## src/rtl/brick_pkg.sv

```systemverilog
// Shared brick-grid geometry and FSM encoding for the collision tracker and the brick renderer.
package brick_pkg;

  localparam int NUM_COLS   = 5;
  localparam int NUM_ROWS   = 2;
  localparam int BRICK_W    = 124;
  localparam int BRICK_H    = 20;
  localparam int PITCH_X    = 128;
  localparam int PITCH_Y    = 24;
  localparam int BALL_SIZE  = 8;
  localparam int SCORE_W    = 8;

  localparam int NUM_BRICKS = NUM_COLS * NUM_ROWS;
  localparam int IDX_W      = 4;
  // One bit wider than the 10-bit ball coordinates so that ball+size never wraps.
  localparam int COORD_W    = 11;

  typedef enum logic [1:0] {
    ST_IDLE    = 2'd0,
    ST_SCAN    = 2'd1,
    ST_RESPOND = 2'd2
  } state_t;

  function automatic logic [COORD_W-1:0] brick_x(input logic [IDX_W-1:0] idx);
    return COORD_W'((int'(idx) % NUM_COLS) * PITCH_X);
  endfunction

  function automatic logic [COORD_W-1:0] brick_y(input logic [IDX_W-1:0] idx);
    return COORD_W'((int'(idx) / NUM_COLS) * PITCH_Y);
  endfunction

endpackage

```

## src/rtl/brick_hit_test.sv

```systemverilog
// Combinational ball-vs-brick overlap test, plus whether the ball centre x lies in the brick's x span.
module brick_hit_test
  import brick_pkg::*;
(
  input  logic [COORD_W-1:0] i_bx,
  input  logic [COORD_W-1:0] i_by,
  input  logic [9:0]         i_ball_x,
  input  logic [9:0]         i_ball_y,
  output logic               o_overlap,
  output logic               o_centre_in
);

  logic [COORD_W-1:0] w_x;
  logic [COORD_W-1:0] w_y;
  logic [COORD_W-1:0] w_x_end;
  logic [COORD_W-1:0] w_y_end;
  logic [COORD_W-1:0] w_bx_end;
  logic [COORD_W-1:0] w_by_end;
  logic [COORD_W-1:0] w_centre;

  assign w_x      = COORD_W'(i_ball_x);
  assign w_y      = COORD_W'(i_ball_y);
  assign w_x_end  = w_x + COORD_W'(BALL_SIZE);
  assign w_y_end  = w_y + COORD_W'(BALL_SIZE);
  assign w_bx_end = i_bx + COORD_W'(BRICK_W);
  assign w_by_end = i_by + COORD_W'(BRICK_H);
  assign w_centre = w_x + COORD_W'(BALL_SIZE / 2);

  assign o_overlap   = (w_x < w_bx_end) && (w_x_end > i_bx) &&
                       (w_y < w_by_end) && (w_y_end > i_by);
  assign o_centre_in = (w_centre >= i_bx) && (w_centre < w_bx_end);

endmodule

```

## src/rtl/brick_collision_tracker.sv

```systemverilog
// Per-frame brick collision scanner and owner of the brick alive flags.
// Optional macro BRICK_TWO_HIT_EN: bricks crack on the first hit and break on the second.
module brick_collision_tracker
  import brick_pkg::*;
(
  input  logic                  clk,
  input  logic                  rst,
  input  logic                  i_frame_tick,
  input  logic                  i_new_level,
  input  logic [9:0]            i_ball_x,
  input  logic [9:0]            i_ball_y,
  output logic [NUM_BRICKS-1:0] o_alive,
  output logic                  o_bounce_x,
  output logic                  o_bounce_y,
  output logic [3:0]            o_hit_index,
  output logic [SCORE_W-1:0]    o_score,
  output logic                  o_all_clear,
  output logic                  o_busy
`ifdef BRICK_TWO_HIT_EN
  ,
  output logic [NUM_BRICKS-1:0] o_cracked
`endif
);

  state_t                r_state;
  state_t                w_next_state;
  logic [NUM_BRICKS-1:0] r_alive;
  logic [SCORE_W-1:0]    r_score;
  logic [3:0]            r_hit_index;
  logic                  r_bounce_x;
  logic                  r_bounce_y;
  logic [9:0]            r_ball_x;
  logic [9:0]            r_ball_y;
  logic [IDX_W-1:0]      r_idx;
  logic                  r_found;
  logic [IDX_W-1:0]      r_found_idx;
  logic                  r_found_centre;
  logic                  w_overlap;
  logic                  w_centre_in;
`ifdef BRICK_TWO_HIT_EN
  logic [NUM_BRICKS-1:0] r_cracked;
`endif

  brick_hit_test u_hit_test (
    .i_bx        (brick_x(r_idx)),
    .i_by        (brick_y(r_idx)),
    .i_ball_x    (r_ball_x),
    .i_ball_y    (r_ball_y),
    .o_overlap   (w_overlap),
    .o_centre_in (w_centre_in)
  );

  always_ff @(posedge clk) begin
    // NOTE: sequential state uses non-blocking assignment so every register samples pre-edge values.
    if (rst) r_state <= ST_IDLE;
    else     r_state <= w_next_state;
  end

  always_comb begin
    // NOTE: default first so that no path through the case leaves w_next_state unassigned (no latch).
    w_next_state = r_state;
    case (r_state)
      ST_IDLE:    if (i_frame_tick) w_next_state = ST_SCAN;
      ST_SCAN:    if (r_idx == IDX_W'(NUM_BRICKS - 1)) w_next_state = ST_RESPOND;
      ST_RESPOND: w_next_state = ST_IDLE;
      default:    w_next_state = ST_IDLE;
    endcase
    if (i_new_level) w_next_state = ST_IDLE;
  end

  always_ff @(posedge clk) begin
    if (rst) begin
      r_alive        <= '1;
      r_score        <= '0;
      r_hit_index    <= '0;
      r_bounce_x     <= 1'b0;
      r_bounce_y     <= 1'b0;
      r_ball_x       <= '0;
      r_ball_y       <= '0;
      r_idx          <= '0;
      r_found        <= 1'b0;
      r_found_idx    <= '0;
      r_found_centre <= 1'b0;
`ifdef BRICK_TWO_HIT_EN
      r_cracked      <= '0;
`endif
    end else begin
      r_bounce_x <= 1'b0;
      r_bounce_y <= 1'b0;
      if (i_new_level) begin
        r_alive <= '1;
        r_found <= 1'b0;
`ifdef BRICK_TWO_HIT_EN
        r_cracked <= '0;
`endif
      end else begin
        case (r_state)
          ST_IDLE: begin
            if (i_frame_tick) begin
              r_ball_x <= i_ball_x;
              r_ball_y <= i_ball_y;
              r_idx    <= '0;
              r_found  <= 1'b0;
            end
          end
          ST_SCAN: begin
            // Lowest index wins: later hits in the same scan are ignored.
            if (w_overlap && r_alive[r_idx] && !r_found) begin
              r_found        <= 1'b1;
              r_found_idx    <= r_idx;
              r_found_centre <= w_centre_in;
            end
            r_idx <= r_idx + 1'b1;
          end
          ST_RESPOND: begin
            if (r_found) begin
              if (r_found_centre) r_bounce_y <= 1'b1;
              else                r_bounce_x <= 1'b1;
`ifdef BRICK_TWO_HIT_EN
              if (r_cracked[r_found_idx]) begin
                r_alive[r_found_idx] <= 1'b0;
                r_hit_index          <= r_found_idx;
                if (r_score != '1) r_score <= r_score + 1'b1;
              end else begin
                r_cracked[r_found_idx] <= 1'b1;
              end
`else
              r_alive[r_found_idx] <= 1'b0;
              r_hit_index          <= r_found_idx;
              if (r_score != '1) r_score <= r_score + 1'b1;
`endif
            end
          end
          default: ;
        endcase
      end
    end
  end

  assign o_alive     = r_alive;
  assign o_bounce_x  = r_bounce_x;
  assign o_bounce_y  = r_bounce_y;
  assign o_hit_index = r_hit_index;
  assign o_score     = r_score;
  assign o_all_clear = (r_alive == '0);
  assign o_busy      = (r_state != ST_IDLE);
`ifdef BRICK_TWO_HIT_EN
  assign o_cracked   = r_cracked;
`endif

endmodule

```

## config.mk

```make
export PLATFORM = sky130hd
export DESIGN_NAME = brick_collision_tracker
export DESIGN_NICKNAME = d
export VERILOG_FILES = /design/src/rtl/brick_pkg.sv /design/src/rtl/brick_hit_test.sv /design/src/rtl/brick_collision_tracker.sv
export SDC_FILE = /design/constraint.sdc
export NUM_CORES = 1
export LEC_CHECK = 0
export CAP_MARGIN = 20
export CORE_ASPECT_RATIO = 1.25
export CORE_MARGIN = 2
export CORE_UTILIZATION = 30
export CTS_CLUSTER_DIAMETER = 30
export DETAILED_ROUTE_END_ITERATION = 16
export PLACE_DENSITY = 0.57
export SETUP_SLACK_MARGIN = 0.4
export SLEW_MARGIN = 0
export SYNTH_ARGS = -nofsm -noshare
export SYNTH_HDL_FRONTEND = slang
export SYNTH_HIERARCHICAL = 1
export SYNTH_SLANG_ARGS = --single-unit
```

## constraint.sdc

```tcl
create_clock -name clk -period 5.32 [get_ports clk]
set_clock_uncertainty 0.2 [all_clocks]
set_input_delay 1.064 -clock clk [delete_from_list [all_inputs] [get_ports clk]]
set_output_delay 1.064 -clock clk [all_outputs]
set_load 0.01 [all_outputs]
```

## After elaboration in Yosys (flattened, before gate mapping)

Cells that the tools add are included.

| storage, ports and cells | value |
|---|---|
| bits in registers | 56 |
| input port bits | 24 |
| output and inout port bits | 26 |
| logic and storage cells | 79 |

| operators by class | value |
|---|---|
| $add $sub $neg | 7 |
| $mul | 1 |
| div/mod/pow operators | 2 |
| $lt $le $gt $ge | 9 |
| equal/unequal tests | 7 |
| muxes and demuxes | 14 |
| bitwise operators | 5 |
| reduce and logical (&&, ||, !) cells | 22 |

Operators by type and width:

| operator | count |
|---|---|
| 5-bit by 4-bit divider with 32-bit output, second input constant | 1 |
| 5-bit by 4-bit remainder unit with 32-bit output, second input constant | 1 |
| 32-bit by 3-bit multiplier with 8-bit output, second input constant | 1 |
| 10-bit by 4-bit adder with 11-bit output, second input constant | 2 |
| 11-bit > comparator | 2 |
| 10-bit by 11-bit < comparator with 1-bit output | 2 |
| 3-bit AND reduction | 5 |
| 10-bit by 3-bit adder with 11-bit output, second input constant | 1 |
| 11-bit by 5-bit adder with 11-bit output, second input constant | 1 |
| 11-bit by 7-bit adder with 11-bit output, second input constant | 1 |
| 11-bit >= comparator | 1 |
| 11-bit < comparator | 1 |
| 10-bit AND | 1 |
| 10-bit zero test | 1 |
| 4-bit by 5-bit < comparator with 1-bit output, second input constant | 2 |
| 10-bit inverter | 1 |
| 8-bit by 1-bit adder with 8-bit output, second input constant | 1 |
| 8-bit inequality test, second input constant | 1 |
| 4-bit one-hot mux with 2 select lines | 1 |
| 1-bit logical AND | 7 |
| 1-bit 2-to-1 mux | 6 |
| 2-bit inequality test, second input constant | 3 |
| 4-bit by 1-bit adder with 4-bit output, second input constant | 1 |
| 1-bit binary-select mux with 4-bit select | 1 |
| 17 further kinds | 22 |

## Depth between registers and ports, before layout

Gate-level depths: netlist (run 1).

| depth | value |
|---|---|
| word-level depth | 10 |
| depth in mapped cells | 26 |
| gate-level depth less buffers | 25 |

## Hierarchy

Netlist (run 1), hierarchy kept.

By module, submodules not included:

| module | times used | cells an instance | area each (um2) | sequential area each (um2) |
|---|---|---|---|---|
| brick_collision_tracker | 1 | 315 | 2683.8 | 1121.1 |
| brick_hit_test | 1 | 244 | 1860.5 | 0.0 |

## Least setup slack after synthesis (run 1)

Ideal clock, no wire load.

| timing | value |
|---|---|
| path type | flip-flop to flip-flop |
| from | register r_idx[0] |
| to | register r_found_centre |
| library setup time | 130 ps |
| data arrival time | 4418 ps |
| data required time | 4990 ps |
| path slack | 571 ps |
| cell stages (with the launch flop) | 24 |
| path buffers | 1 |
| clock period less this slack | 4749 ps |
| path through | dfxtp_1 buf_6 inv_1 ha_1 nor3_1 nor2b_1 xnor2_1 ha_1 inv_1 nor2_1 o21ai_1 ha_1 a21oi_1 nor3_1 xnor2_1 ha_1 a2111oi_0 a211o_1 a31oi_1 a211oi_1 nand2b_1 or2_2 a22oi_1 o211ai_1 |

| on the way | value |
|---|---|
| longest elaborated chain between the ends | 9 |
| elaborated cells on any way between the ends | 20 |
| classes of those cells | add/sub (2); mul (1); div (2); order compare (6); mux (2); reduce/logical (7) |

Ends and longest elaborated chain:

| what | RTL line | RTL |
|---|---|---|
| start, declared | brick_collision_tracker.sv:34 | `logic [IDX_W-1:0] r_idx;` |
| start signal, assigned | brick_collision_tracker.sv:113 | `r_idx <= r_idx + 1'b1;` |
| 5-bit by 4-bit divider with 32-bit output / 5-bit by 4-bit remainder unit with 32-bit output (equally long branches) | brick_pkg.sv:29, brick_pkg.sv:25 |  |
| 32-bit by 3-bit multiplier with 8-bit output / 11-bit by 7-bit adder with 11-bit output (equally long branches) | brick_pkg.sv:29, brick_hit_test.sv:25 |  |
| 11-bit by 5-bit adder with 11-bit output / 10-bit by 11-bit < comparator with 1-bit output (equally long branches) | brick_hit_test.sv:26, brick_hit_test.sv:29 |  |
| 10-bit by 11-bit < comparator with 1-bit output / 1-bit logical AND (equally long branches) | brick_hit_test.sv:30, brick_hit_test.sv:29 |  |
| 1-bit logical AND | brick_hit_test.sv:29 | `assign o_overlap = (w_x < w_bx_end) && (w_x_end > i_bx) &&` |
| 1-bit logical AND * | brick_hit_test.sv:30 | `(w_y < w_by_end) && (w_y_end > i_by);` |
| named net w_overlap | brick_collision_tracker.sv:38 | `logic w_overlap;` |
| 1-bit logical AND * (2 in a row) | brick_collision_tracker.sv:108 | `if (w_overlap && r_alive[r_idx] && !r_found) begin` |
| 3-bit AND reduction (no source line) * | -- |  |
| end signal, assigned | brick_collision_tracker.sv:111 | `r_found_centre <= w_centre_in;` |
| end, declared | brick_collision_tracker.sv:37 | `logic r_found_centre;` |

Mark *: on every way through the listed nets, which the timed path passes. The rest lies on a longest branch. The select of a mux whose other input is x is not followed.
A chain may end at the register's enable or synchronous reset.

## Final worst setup path (run 1)

| timing | value |
|---|---|
| from | register r_idx[2] |
| to | register r_found_idx[0] |

| on the way | value |
|---|---|
| longest elaborated chain between the ends | 9 |
| elaborated cells on any way between the ends | 17 |
| classes of those cells | add/sub (2); mul (1); div (2); order compare (4); mux (2); reduce/logical (6) |

Ends and longest elaborated chain:

| what | RTL line | RTL |
|---|---|---|
| 5-bit by 4-bit divider with 32-bit output / 5-bit by 4-bit remainder unit with 32-bit output (equally long branches) | brick_pkg.sv:29, brick_pkg.sv:25 |  |
| 32-bit by 3-bit multiplier with 8-bit output / 11-bit by 7-bit adder with 11-bit output (equally long branches) | brick_pkg.sv:29, brick_hit_test.sv:25 |  |
| 11-bit by 5-bit adder with 11-bit output / 10-bit by 11-bit < comparator with 1-bit output (equally long branches) | brick_hit_test.sv:26, brick_hit_test.sv:29 |  |
| 10-bit by 11-bit < comparator with 1-bit output / 1-bit logical AND (equally long branches) | brick_hit_test.sv:30, brick_hit_test.sv:29 |  |
| 1-bit logical AND | brick_hit_test.sv:29 |  |
| 1-bit logical AND * | brick_hit_test.sv:30 |  |
| named net w_overlap | brick_collision_tracker.sv:38 |  |
| 1-bit logical AND * (2 in a row) | brick_collision_tracker.sv:108 |  |
| 3-bit AND reduction (no source line) * | -- |  |
| end signal, assigned | brick_collision_tracker.sv:110 | `r_found_idx <= r_idx;` |
| end, declared | brick_collision_tracker.sv:36 | `logic [IDX_W-1:0] r_found_idx;` |

Marked as above.

==> flow_results.org, run 1 <==
** Status
- Result of the run :: completed

** Synth
- Of all cell types, the one taking the most synthesized area is sky130_fd_sc_hd__dfxtp_1.
- After synthesis the cells add up to between 4000 and 5000 µm².
- Average cell area after synthesis :: 8.129 µm²
- Yosys warnings :: 6
- Number of cells produced by synthesis :: 559
- Post-synth cell types :: just over 70
- After synthesis, the cell types taking the most area are sky130_fd_sc_hd__dfxtp_1 25%, sky130_fd_sc_hd__ha_1 18%, sky130_fd_sc_hd__nand2_1 4.9%, sky130_fd_sc_hd__a21oi_1 4.8%, sky130_fd_sc_hd__xnor2_1 4.8%.
- Summing the sequential cell areas from Yosys gives 24.67% of the chip area.
- After synthesis, the largest area contributor takes up around 25% of total cell area.
- The synthesized design contains 0 enable-type register cells.
- Synth async-reset ratio :: 0%
- Primary flip-flop cell chosen by synthesis mapping :: sky130_fd_sc_hd__dfxtp_1
- In this run, synthesis produced a sequential element count of 56.

** Layout
- Filler cell count :: about 1.6k
- Compared with the post-synthesis result, the final layout area differs by 23.18%.
- Commonest non-fill, non-tap cells in the layout :: 66 x sky130_fd_sc_hd__ha_1, 59 x sky130_fd_sc_hd__nand2_1, 55 x sky130_fd_sc_hd__dfxtp_1, 49 x sky130_fd_sc_hd__clkdlybuf4s50_1, 47 x sky130_fd_sc_hd__nor2_1
- Leading cell type in the layout, fill and taps excluded :: sky130_fd_sc_hd__ha_1
- Share of final-layout standard cells stronger than drive strength 1 :: under 10%
- Total area of multi-input combinational cells :: about 3400 µm²
- After the last flow step, the layout net total stands at 734.
- The repair_antennas step left the layout with diodes totalling 0.
- Summing all flip-flop and latch instances after layout gives 1122 µm².

** Detailed routing
- After the first detailed-routing iteration, the DRC count stood at 166.
- Post-detailed-route wirelength per cell :: 13.98 µm
- Total DRC errors in the routed layout :: 0
- Post-DR vias/cell :: 5.004
- Routed wire length :: between 10 and 15 mm
- Number of antenna-violating nets in the routed design :: 0
- DRT Pass-1 Iters :: 4
- Via count :: 4133

** STA
- Measured against its own limit, the worst slew margin works out to 42.15%.
- Setup slack closes at 0.7235 ns.
- Highest achievable clock rate :: between 0.2 and 0.25 GHz
- Final count of negative-setup-slack endpoints :: 0
- Measured slew at the worst slew-check pin :: 0.8654 ns
- Final period utilization :: 86.40%
- Post-layout minimum cycle time :: between 4 and 5 ns
- Unrepaired setup endpoints after global routing :: no
- In the final timing run, aggregate negative setup slack is 0 ns.
- The count of final max-slew check failures came to 0.
- Number of endpoints with negative hold slack in the final report :: 0

** Floorplanning
- Ports placed on the boundary :: 50
- Effective utilization at floorplan :: 30.52%
- From left edge to right edge, the die measures between 100 and 150 µm.
- The floorplan step defined a die boundary enclosing 16160 µm².
- Overall die height :: 141.6 µm
- Core Region :: ~15000 µm²
- Cell row count :: 50

** Clock tree
- CTS Buf Count :: 5
- The tree is rooted in a sky130_fd_sc_hd__clkbuf_16.
- Reg clk slew, reported paths :: ~0.070 ns
- Later-pin clock latency in the skew report :: 0.30 ns
- TritonCTS built the clock tree.
- CTS built an H-tree with a depth of 2.
- Clock sink count :: 56
- Counting along the longest clock path gives a buffer depth of 2.

** GRT
- The number of antenna violations at the first check in global routing is 0.
- Pin count of the biggest net entering global routing :: 45
- Global-route wire length before repair :: 19.60 mm
- For this run, the total global-route usage over all layers was measured as roughly 15%.
- Global routing finished with a remaining overflow of 0.
- The via count of the first global-routing pass is 4163.

** Worst setup path
- The worst setup path is launched from a register.
- The setup path with the least slack is of type register to register.
- Chain of cells forming the critical path :: inv_1 -> ha_2 -> nor3_4 -> nor2b_4 -> xnor2_2 -> ha_1 -> inv_1 -> nor2_2 -> o21ai_1 -> buf_4 -> mux2i_1 -> inv_2 -> ha_1 -> nand4_1 -> nor3_1 -> nor4_1 -> o2111ai_1 -> a211oi_2 -> nand2b_1 -> or2_4 -> a22oi_1 -> o211ai_1
- Crit path max fanout :: 5
- Across all register-to-register paths, the minimum setup slack is between 0.7 and 0.8 ns.
- Slowest cell on crit path :: sky130_fd_sc_hd__mux2i_1
- Slowest cell delay on critical path :: 0.41 ns
- Sort of element at the end of the critical path :: register
- Data arrival at the endpoint of the critical path :: 4.58 ns
- At the worst endpoint, the required time is approximately 5.3 ns.

** Place
- Port buffering added 49 buffers.
- Summed over all nets, the half-perimeter wirelength after detailed placement is 9.112 mm.
- OpenSTA, run right after detailed placement, puts the worst setup slack at 0.1780 ns.
- RePlAce Congestion :: 0.8415

** Power
- Across the VDD grid, the largest voltage drop is 0.1032 mV.
- Power spread over the standard cell area amounts to 174.7 nW/µm².
- Static leakage :: approximately 2.3 nW

** Min path
- The path class of the tightest hold or removal check is register to register.

** Job
- Across the run, the number of max-cap violations was 0.
kinds of logic after synthesis:
group | synth area share (%)
xor gates and xnor gates | 8.673
DFF | 24.67
and+or+nand+nor | 22.00
adders and majority gates | 18.92
AOI/OAI and AO/OA | 17.35
other | 0.08252
buffers and inverters | 5.589
muxes | 2.726
registers in the layout, indices dropped and copies added (netlist names):
signal,flops
r_state,2
r_ball_y,10
o_bounce_x,1
r_found_centre,1
r_found,1
o_bounce_y,1
r_ball_x,10
r_found_idx,4
o_hit_index,4
r_idx,4
o_alive,10
o_score,8
through the flow:
step / utilization (%) / total power, mW / hold slack (ns) / std cells / cell area [µm²]
global placement: 35.83 / 0.5937 / 0.2356 / 814 / 5335
detailed placement: 35.83 / 0.5967 / 0.2184 / 814 / 5335
finish: 37.60 / 0.9782 / 0.2436 / 826 / 5598
global route: 37.60 / 1.031 / 0.2530 / 826 / 5598
CTS: 37.13 / 0.9858 / 0.2405 / 824 / 5529
floorplan: - / 0.5505 / 0.1925 / 595 / 4679
worst max-delay path: cells and delay by family (launching register included):
kind            cells  cell delay (ns)
compound gates      5             0.95
xor+xnor            1             0.16
fa+ha+maj           3             0.77
buf+inv             4             0.51
flops               1             0.33
mux                 1             0.41
simple gates        8             1.15
cells in the mapped netlist (7+ instances only):
master	count
sky130_fd_sc_hd__nand4_1	14
sky130_fd_sc_hd__inv_1	36
sky130_fd_sc_hd__o211ai_1	7
sky130_fd_sc_hd__xor2_1	20
sky130_fd_sc_hd__nor2_1	49
sky130_fd_sc_hd__mux2i_1	9
sky130_fd_sc_hd__o21ai_0	15
sky130_fd_sc_hd__ha_1	67
sky130_fd_sc_hd__a21oi_1	44
sky130_fd_sc_hd__dfxtp_1	56
sky130_fd_sc_hd__nand2_1	59
sky130_fd_sc_hd__nor3_1	15
sky130_fd_sc_hd__nand3_1	16
sky130_fd_sc_hd__nor2b_1	10
sky130_fd_sc_hd__clkbuf_1	9
sky130_fd_sc_hd__xnor2_1	25
per-layer routing:
layer / vias to the layer above / global-route usage [%] / share of wire, %
li1: 2108 / - / -
met1: 1928 / 17.82 / 45
met2: 80 / 27.01 / 50
met3: 17 / 2.606 / 4.3
met4: 0 / 3.273 / 1.3
met5: - / 0 / 0
where the power goes:
group / leakage, nW / internal [mW] / switching [mW]
combinational: 1.76 / 0.0713 / 0.0830
sequential: 0.454 / 0.426 / 0.0128
clock: 0.0815 / 0.225 / 0.160
final timing paths:
check | startpoint | end | depth (start not counted)
setup / recovery | r_idx[2]$_SDFFE_PP0P_ | r_found_idx[0]$_SDFFE_PP0P_ | 22
hold reg to reg | r_found_centre$_SDFFE_PP0P_ | o_bounce_x$_SDFF_PP0_ | 1
setup reg to reg | r_idx[2]$_SDFFE_PP0P_ | r_found_idx[0]$_SDFFE_PP0P_ | 22
hold / removal | r_found_centre$_SDFFE_PP0P_ | o_bounce_x$_SDFF_PP0_ | 1
cell type report:
| cell class | count | share of cell area [%] |
|---|---|---|
| sequential | 56 | 20.05 |
| timing repair buffer | 59 | 10.10 |
| clock buffer | 6 | 2.302 |
| clock inverter | 2 | 0.6929 |
| multi-input combinational | 482 | 60.17 |
| inverter | 39 | 2.615 |
| tap | 182 | 4.068 |
repair_timing:
action,4_1_cts,5_1_grt
hold endpoints to repair,0,0
hold buffers,0,0
pin swaps,1,6
setup buffers,2,2
resized for setup,3,13
setup endpoints to repair,6,6
(Power assumes the default switching activity.)
==> inputs of run 2 (changes only) <==
Settings changed: ABC_CLOCK_PERIOD_IN_PS set to 5320.
==> results of run 2 <==
The final DEF is identical to that of run 1; final timing and power are the same.
==> inputs of run 3 (changes only) <==
Settings changed: CAP_MARGIN 20 to unset.
==> results of run 3 <==
The final DEF is identical to that of run 1; final timing and power are the same.
